==> src/rtl/fifo_wr_arbiter.sv <==
// Round-robin write-side arbiter sharing one async-FIFO write port among NUM_REQ requesters.
// Optional per-requester accepted-beat counters are enabled by defining WARB_STATS_EN.
module fifo_wr_arbiter #(
    parameter int NUM_REQ   = 4,
    parameter int DATA_W    = 8,
    parameter int MAX_BURST = 16
) (
    input  logic                        wclk,
    input  logic                        wrst,
    input  logic [NUM_REQ-1:0]          req_valid_i,
    input  logic [NUM_REQ-1:0]          req_last_i,
    input  logic [NUM_REQ*DATA_W-1:0]   req_data_i,
    output logic [NUM_REQ-1:0]          req_ready_o,
    input  logic                        wfull_i,
    output logic                        wincr_o,
    output logic [DATA_W-1:0]           wdata_o,
    output logic [NUM_REQ-1:0]          grant_o,
    output logic                        busy_o
`ifdef WARB_STATS_EN
    ,
    output logic [NUM_REQ*16-1:0]       beat_cnt_o
`endif
);
    localparam int IDX_W = $clog2(NUM_REQ);
    localparam int CNT_W = $clog2(MAX_BURST + 1);

    typedef enum logic {IDLE, BURST} state_t;

    state_t             state_reg, state_next;
    logic [NUM_REQ-1:0] grant_reg, grant_next;
    logic [IDX_W-1:0]   gidx_reg, gidx_next;
    logic [IDX_W-1:0]   rr_ptr_reg, rr_ptr_next;
    logic [CNT_W-1:0]   beat_cnt_reg, beat_cnt_next;

    logic [DATA_W-1:0]  req_data_arr [NUM_REQ];
    logic [IDX_W-1:0]   pick_idx;
    logic [IDX_W-1:0]   cand_idx;
    logic               pick_found;
    logic               in_burst;
    logic               accept;
    logic               burst_end;
    int                 cand;

    assign in_burst = (state_reg == BURST) && !wrst;
    assign accept   = in_burst && !wfull_i && req_valid_i[gidx_reg];
    assign burst_end = accept &&
                       (req_last_i[gidx_reg] || (beat_cnt_reg == CNT_W'(MAX_BURST - 1)));

    genvar gi;
    generate
        for (gi = 0; gi < NUM_REQ; gi++) begin : g_req
            assign req_data_arr[gi] = req_data_i[gi*DATA_W +: DATA_W];
            assign req_ready_o[gi]  = in_burst && !wfull_i && (gidx_reg == IDX_W'(gi));
        end
    endgenerate

    assign wincr_o = accept;
    assign wdata_o = in_burst ? req_data_arr[gidx_reg] : '0;
    assign grant_o = grant_reg;
    assign busy_o  = (state_reg == BURST);

    // Scan downward in offset so the last hit is the nearest valid index at or after rr_ptr.
    always_comb begin
        pick_found = 1'b0;
        pick_idx   = '0;
        cand       = 0;
        cand_idx   = '0;
        for (int k = NUM_REQ - 1; k >= 0; k--) begin
            cand = int'(rr_ptr_reg) + k;
            if (cand >= NUM_REQ) cand = cand - NUM_REQ;
            cand_idx = IDX_W'(cand);
            if (req_valid_i[cand_idx]) begin
                pick_found = 1'b1;
                pick_idx   = cand_idx;
            end
        end
    end

    always_comb begin
        state_next    = state_reg;
        grant_next    = grant_reg;
        gidx_next     = gidx_reg;
        rr_ptr_next   = rr_ptr_reg;
        beat_cnt_next = beat_cnt_reg;
        case (state_reg)
            IDLE: begin
                if (pick_found) begin
                    state_next = BURST;
                    gidx_next  = pick_idx;
                    grant_next = {{(NUM_REQ-1){1'b0}}, 1'b1} << pick_idx;
                end
            end
            BURST: begin
                if (burst_end) begin
                    state_next    = IDLE;
                    grant_next    = '0;
                    beat_cnt_next = '0;
                    rr_ptr_next   = (gidx_reg == IDX_W'(NUM_REQ - 1)) ? '0 : gidx_reg + 1'b1;
                end else if (accept) begin
                    beat_cnt_next = beat_cnt_reg + 1'b1;
                end
            end
            default: state_next = IDLE;
        endcase
    end

    always_ff @(posedge wclk) begin
        if (wrst) begin
            state_reg    <= IDLE;
            grant_reg    <= '0;
            gidx_reg     <= '0;
            rr_ptr_reg   <= '0;
            beat_cnt_reg <= '0;
        end else begin
            state_reg    <= state_next;
            grant_reg    <= grant_next;
            gidx_reg     <= gidx_next;
            rr_ptr_reg   <= rr_ptr_next;
            beat_cnt_reg <= beat_cnt_next;
        end
    end

`ifdef WARB_STATS_EN
    generate
        for (gi = 0; gi < NUM_REQ; gi++) begin : g_stats
            logic [15:0] stat_reg;
            always_ff @(posedge wclk) begin
                if (wrst) begin
                    stat_reg <= '0;
                end else if (accept && (gidx_reg == IDX_W'(gi)) && (stat_reg != 16'hFFFF)) begin
                    stat_reg <= stat_reg + 16'd1;
                end
            end
            assign beat_cnt_o[gi*16 +: 16] = stat_reg;
        end
    endgenerate
`endif

endmodule

==> config.mk <==
export PLATFORM = sky130hd
export DESIGN_NAME = fifo_wr_arbiter
export DESIGN_NICKNAME = d
export VERILOG_FILES = /design/src/rtl/fifo_wr_arbiter.sv
export SDC_FILE = /design/constraint.sdc
export NUM_CORES = 1
export LEC_CHECK = 0
export ABC_CLOCK_PERIOD_IN_PS = 4200
export BUFFER_PORTS_ARGS = -buffer_cell sky130_fd_sc_hd__buf_2
export CAP_MARGIN = 20
export CELL_PAD_IN_SITES_DETAIL_PLACEMENT = 1
export CELL_PAD_IN_SITES_GLOBAL_PLACEMENT = 1
export CORE_ASPECT_RATIO = 1.2
export CORE_MARGIN = 2
export CORE_UTILIZATION = 33
export CTS_CLUSTER_DIAMETER = 60
export CTS_CLUSTER_SIZE = 12
export DETAILED_ROUTE_END_ITERATION = 6
export PLACE_DENSITY_LB_ADDON = 0.08
export RECOVER_POWER = 100
export SLEW_MARGIN = 40
export SYNTH_ARGS = -nofsm -noshare
export SYNTH_HDL_FRONTEND = slang
export SYNTH_SLANG_ARGS = --single-unit
==> constraint.sdc <==
create_clock -name wclk -period 4.2 [get_ports wclk]
set_input_delay 0.21 -clock wclk [delete_from_list [all_inputs] [get_ports wclk]]
set_output_delay 0.21 -clock wclk [all_outputs]
set_load 0.02 [all_outputs]
; Word level (Yosys, flattened, before mapping)
; Cells that the tools add are included.
[classes]
div = 0
multipliers = 0
eq_ne = 6
n_bitwise = 2
shifts = 1
n_lt_le_gt_ge = 10
addsub = 9
n_mux = 37
n_reduce_logical = 17
[op_table]
columns = cell, n
row1 = 8-bit 2-to-1 mux, 3
row2 = 2-bit 2-to-1 mux, 9
row3 = 8-bit binary-select mux with 2-bit select, 1
row4 = "2-bit by 3-bit less-than comparator with 1-bit output, second input constant", 5
row5 = 1-bit binary-select mux with 2-bit select, 6
row6 = "3-bit greater-or-equal comparator, second input constant", 4
row7 = 1-bit 2-to-1 mux, 12
row8 = 5-bit 2-to-1 mux, 2
row9 = 1-bit logical AND, 8
row10 = 4-bit 2-to-1 mux, 2
row11 = 4-bit case mux with 2 select lines, 1
row12 = 2-bit AND reduction, 4
row13 = "2-bit by 1-bit subtractor with 2-bit output, second input constant", 4
row14 = "2-bit by 2-bit adder with 3-bit output, second input constant", 2
row15 = "5-bit by 1-bit adder with 5-bit output, second input constant", 1
row16 = "5-bit by 4-bit equality test with 1-bit output, second input constant", 1
row17 = "2-bit equality test, second input constant", 2
row18 = "1-bit by 2-bit << shifter with 4-bit output, first input constant", 1
row19 = "2-bit by 1-bit adder with 3-bit output, second input constant", 1
row20 = "2-bit by 3-bit greater-or-equal comparator with 1-bit output, second input constant", 1
row21 = 2-bit inverter with 3-bit output, 1
row22 = "2-bit by 1-bit adder with 2-bit output, second input constant", 1
row23 = "2-bit by 1-bit equality test with 1-bit output, second input constant", 1
row24 = 1-bit zero test, 2
row25 = 7 further kinds, 7
[word_totals]
inputBits = 43
mem_count = 0
ff_bits = 14
rom_bits = 0
ramBits = 0
elab_cells = 87
output_inout_bits = 18
latchBits = 0

; Depth between registers and ports, before layout
[depth]
ltp_word = 12
ltp_mapped = 7
ltp_nobuf = 7

; Worst setup path before layout
; Ideal clock, no wire load.
[synth_timing]
path_kind = register to output
startpoint = register gidx_reg[0]
endpoint = output port wdata_o[0]
path_buffers = 1
required_time_ps = 3990
path_stages_with_launch = 4
arrival_time_ps = 1488
path_slack_ps = 2502
path_cell_list = dfxtp_1 buf_2 mux4_2 and3_1
[synth_between]
elab_chain_cells = 5
[synth_lines]
columns = item, line_no
row1 = start: declaration, 31  ; logic [IDX_W-1:0] gidx_reg, gidx_next;
row2 = start signal: assignment, 117  ; gidx_reg <= gidx_next;
row3 = 2-bit inverter with 3-bit output (not written as such), 58  ; assign wdata_o = in_burst ? req_data_arr[gidx_reg] : '0;
row4 = 8-bit binary-select mux with 2-bit select, 58
row5 = 8-bit 2-to-1 mux (not written as such) (2 in a row), 58
row6 = 8-bit 2-to-1 mux, 58
row7 = end: declaration, 16  ; output logic [DATA_W-1:0] wdata_o,
; No other way between the ends. The select of a mux whose other input is x is not followed.

; Worst setup path after layout
[layout_timing]
startpoint = register gidx_reg[0]
endpoint = output port wincr_o
[layout_between]
elab_chain_cells = 3
[layout_lines]
columns = item, line_no
row1 = 1-bit binary-select mux with 2-bit select, 45  ; assign accept = in_burst && !wfull_i && req_valid_i[gidx_reg];
row2 = 1-bit 2-to-1 mux (not written as such), 45
row3 = 1-bit logical AND, 45
row4 = end: declaration, 15  ; output logic wincr_o,
; No other way between the ends. The select of a mux whose other input is x is not followed.

==> impl_metrics.csv <==
group,metric,value,unit
hold_path,hold_class,"in2reg",
floorplan,start_util,0.349,
grt,antenna_found_initial,0,
logic_synthesis,seq_area_frac_synth,0.260,
worst_setup_path,critical-path-top-delay-family,"flip-flops",
drt,ant_nets,0,
grt,grt_max_degree,21,
clocking,clkSlewWorstSetupHoldPaths,0.09,ns
power_and_ir_drop,ir_drop,0.170,mV
floorplan,core,3080,um2
timing,clock_skew,0.00611,ns
finish,largest_register_ffs,5,
finish,fillers,391,
drt,drc,0,
clocking,hold_buffers,0,
power_and_ir_drop,swShare,0.330,
grt,grt_overflow_total,0,
grt,grt_pass1_vias,1189,
worst_setup_path,critPathBufInv,2,
timing,fin_crit_sh,0.593,
logic_synthesis,synth_cells,118,
worst_setup_path,end_kind,"primary output",
clocking,clock_path_buffers,2,
logic_synthesis,yosysUniqueCellTypes,35,
finish,n_antenna_cell,0,
power_and_ir_drop,power_frac_clock,0.270,
power_and_ir_drop,p_int,0.000246,W
timing,rsz0062_at_grt,"no",
drt,wl_per_cell,15.3,um
clocking,clk_latency,0.28,ns
placement,pre_cts_slack,2.07,ns
grt,grt_usage,0.182,
flow_run,max_cap_violations,0,
logic_synthesis,synthesis.nets,167,
timing,tns,0,ns
worst_setup_path,critPathKind,"reg2out",
finish,nets,225,
worst_setup_path,slowest_stage,"dfxtp_1",
floorplan,fp-row-count,22,
worst_setup_path,path_cells,"mux4_2 -> nand2_1 -> inv_1 -> clkbuf_1",
timing,period_minus_slack,2.49,ns
floorplan,dieArea,3740,um2
drt,num_vias,1202,
timing,finalSetupViolCount,0,
drt,first_pass_iters,4,
floorplan,die_h,66.6,um
drt,drt_first_iter_violations,29,
timing,fmaxAchievable,402,MHz
timing,timing_hold_violations_final,0,
timing,slew_viol_final,0,
floorplan,die_w,56.1,um
clocking,cts_tree,"built",
run_status,status,"complete, no violations",
timing,slew_headroom,0.485,
drt,wl,3.24,mm
power_and_ir_drop,leakage,0.595,nW
clocking,cts_setup_buffers,0,
clocking,htreeDepth,1,
power_and_ir_drop,power,0.000368,W
clocking,cts-resized-gates,0,
power_and_ir_drop,p_per_area,262,nW/um2
placement,dp_hpwl,2.62,mm
placement,post_dp_cell_area,1390,um2
power_and_ir_drop,switchingPower,0.000121,W
power_and_ir_drop,p_comb_frac,0.305,
logic_synthesis,syn_area,1080,um2
drt,routed_via_density,5.70,
worst_setup_path,start_kind,"register",
finish,syn2layout_area_growth,30.5,%
timing,layout_setup_ws,1.71,ns
worst_setup_path,slowest_delay,0.83,ns
timing,tightest_slew,0.772,ns
logic_synthesis,yosys_warnings,0,
logic_synthesis,ys_ff_latch,14,
logic_synthesis,syn-mean-instance-area,9.12,um2
placement,gp_congestion,0.763,
finish,final_layout_size_suffix_gt1_frac,0.331,
worst_setup_path,path_max_fanout,16,
grt,grt_first_pass_wirelength,5.45,mm
worst_setup_path,worst_ep_arrival_time,2.28,ns
clocking,cts_buffers,3,
power_and_ir_drop,seq_power_share,0.426,
clocking,clock_sinks,14,
floorplan,ios,61,
worst_setup_path,worstPathRequired,3.99,ns
finish,final_area,1400,um2
clocking,cts_root_buf,"clkbuf_4",
placement,port_buffers,60,
## cell usage after synthesis
cell type	n	area, um2
mux4_2	9	203
o221ai_1	2	17.5
inv_1	6	22.5
a21oi_1	6	30.0
buf_2	2	10.0
nor3b_1	1	7.51
nor2b_1	1	6.26
o22a_1	1	8.76
or2_2	1	6.26
ha_1	6	75.1
a31o_2	1	8.76
nand2_2	1	6.26
and3_1	9	56.3
a22oi_1	1	7.51
nand2_1	9	33.8
o21a_1	1	7.51
nand4_1	1	6.26
a32oi_1	1	8.76
or4_1	1	7.51
and2_1	4	25.0
a22o_1	1	8.76
nor3b_2	1	12.5
o21ai_0	3	15.0
o31ai_1	1	7.51
nand2b_1	2	12.5
or3_1	2	12.5
nor4_1	1	6.26
o22ai_1	3	18.8
nand3_1	7	35.0
o32ai_1	4	35.0
dfxtp_1	14	280
mux2i_1	3	30.0
clkbuf_1	5	18.8
nor2_1	5	18.8
nor3_1	2	10.0
## cell families after synthesis
group           Yosys count  synth area share
compound gates           25             0.162
simple gates             48             0.244
mux                      12             0.216
fa+ha+maj                 6            0.0698
flops                    14             0.260
buf+inv                  13            0.0477
## final timing paths
check	end	slack, ns	startpoint	cells past startpoint
setup / recovery	wincr_o	1.71	gidx_reg[0]$_SDFFE_PP0P_	4
hold / removal	beat_cnt_reg[1]$_SDFFE_PP0P_	0.20	wrst	2
setup reg to reg	beat_cnt_reg[3]$_SDFFE_PP0P_	2.01	gidx_reg[0]$_SDFFE_PP0P_	5
hold reg to reg	beat_cnt_reg[1]$_SDFFE_PP0P_	0.49	beat_cnt_reg[1]$_SDFFE_PP0P_	2
## metal layers
metal	routed length (um)	part of all wire	up-vias	global-route usage
li1	-	-	569	-
met1	1370	0.42	576	0.212
met2	1620	0.50	55	0.343
met3	221	0.068	2	0.0214
met4	24	0.0074	0	0.0625
met5	0	0	-	0
## power by group through the flow
stage,clock network (W),registers [W],logic [W]
2_1_floorplan,0,0.000154,0.0000755
3_3_place_gp,0,0.000160,0.000113
3_5_place_dp,0,0.000160,0.000116
4_1_cts,0.000102,0.000157,0.000117
5_1_grt,0.000107,0.000160,0.000123
6_report,0.0000991,0.000156,0.000112
## layout by cell type, fill, tap and decap left out, drive strengths merged, types with 3 or more instances in the layout
cell type | synthesis | final
clkbuf | 5 | 22
a21oi | 6 | 6
and2 | 4 | 4
o21ai | 3 | 3
dfxtp | 14 | 14
nand3 | 7 | 7
nor2 | 5 | 5
buf | 2 | 42
mux2i | 3 | 3
o22ai | 3 | 3
nand2 | 10 | 10
ha | 6 | 6
o32ai | 4 | 4
and3 | 9 | 9
inv | 6 | 6
mux4 | 9 | 9
## stage by stage
step	std cells	util	hold WS [ns]
after floorplan	118	-	0.454
after global placement	207	0.452	0.477
after detailed placement	207	0.452	0.477
after CTS	211	0.463	0.193
after global routing	211	0.455	0.220
final	211	0.455	0.198
## layout make-up
class | instances | area, um2 | area share
multi-input cells | 91 | 742 | 0.529
flip-flops and latches | 14 | 280 | 0.200
repair buffers | 60 | 278 | 0.198
well taps | 36 | 45.0 | 0.0321
clock buffers | 4 | 36.3 | 0.0258
inverters | 6 | 22.5 | 0.0160
(Power assumes the default switching activity.)
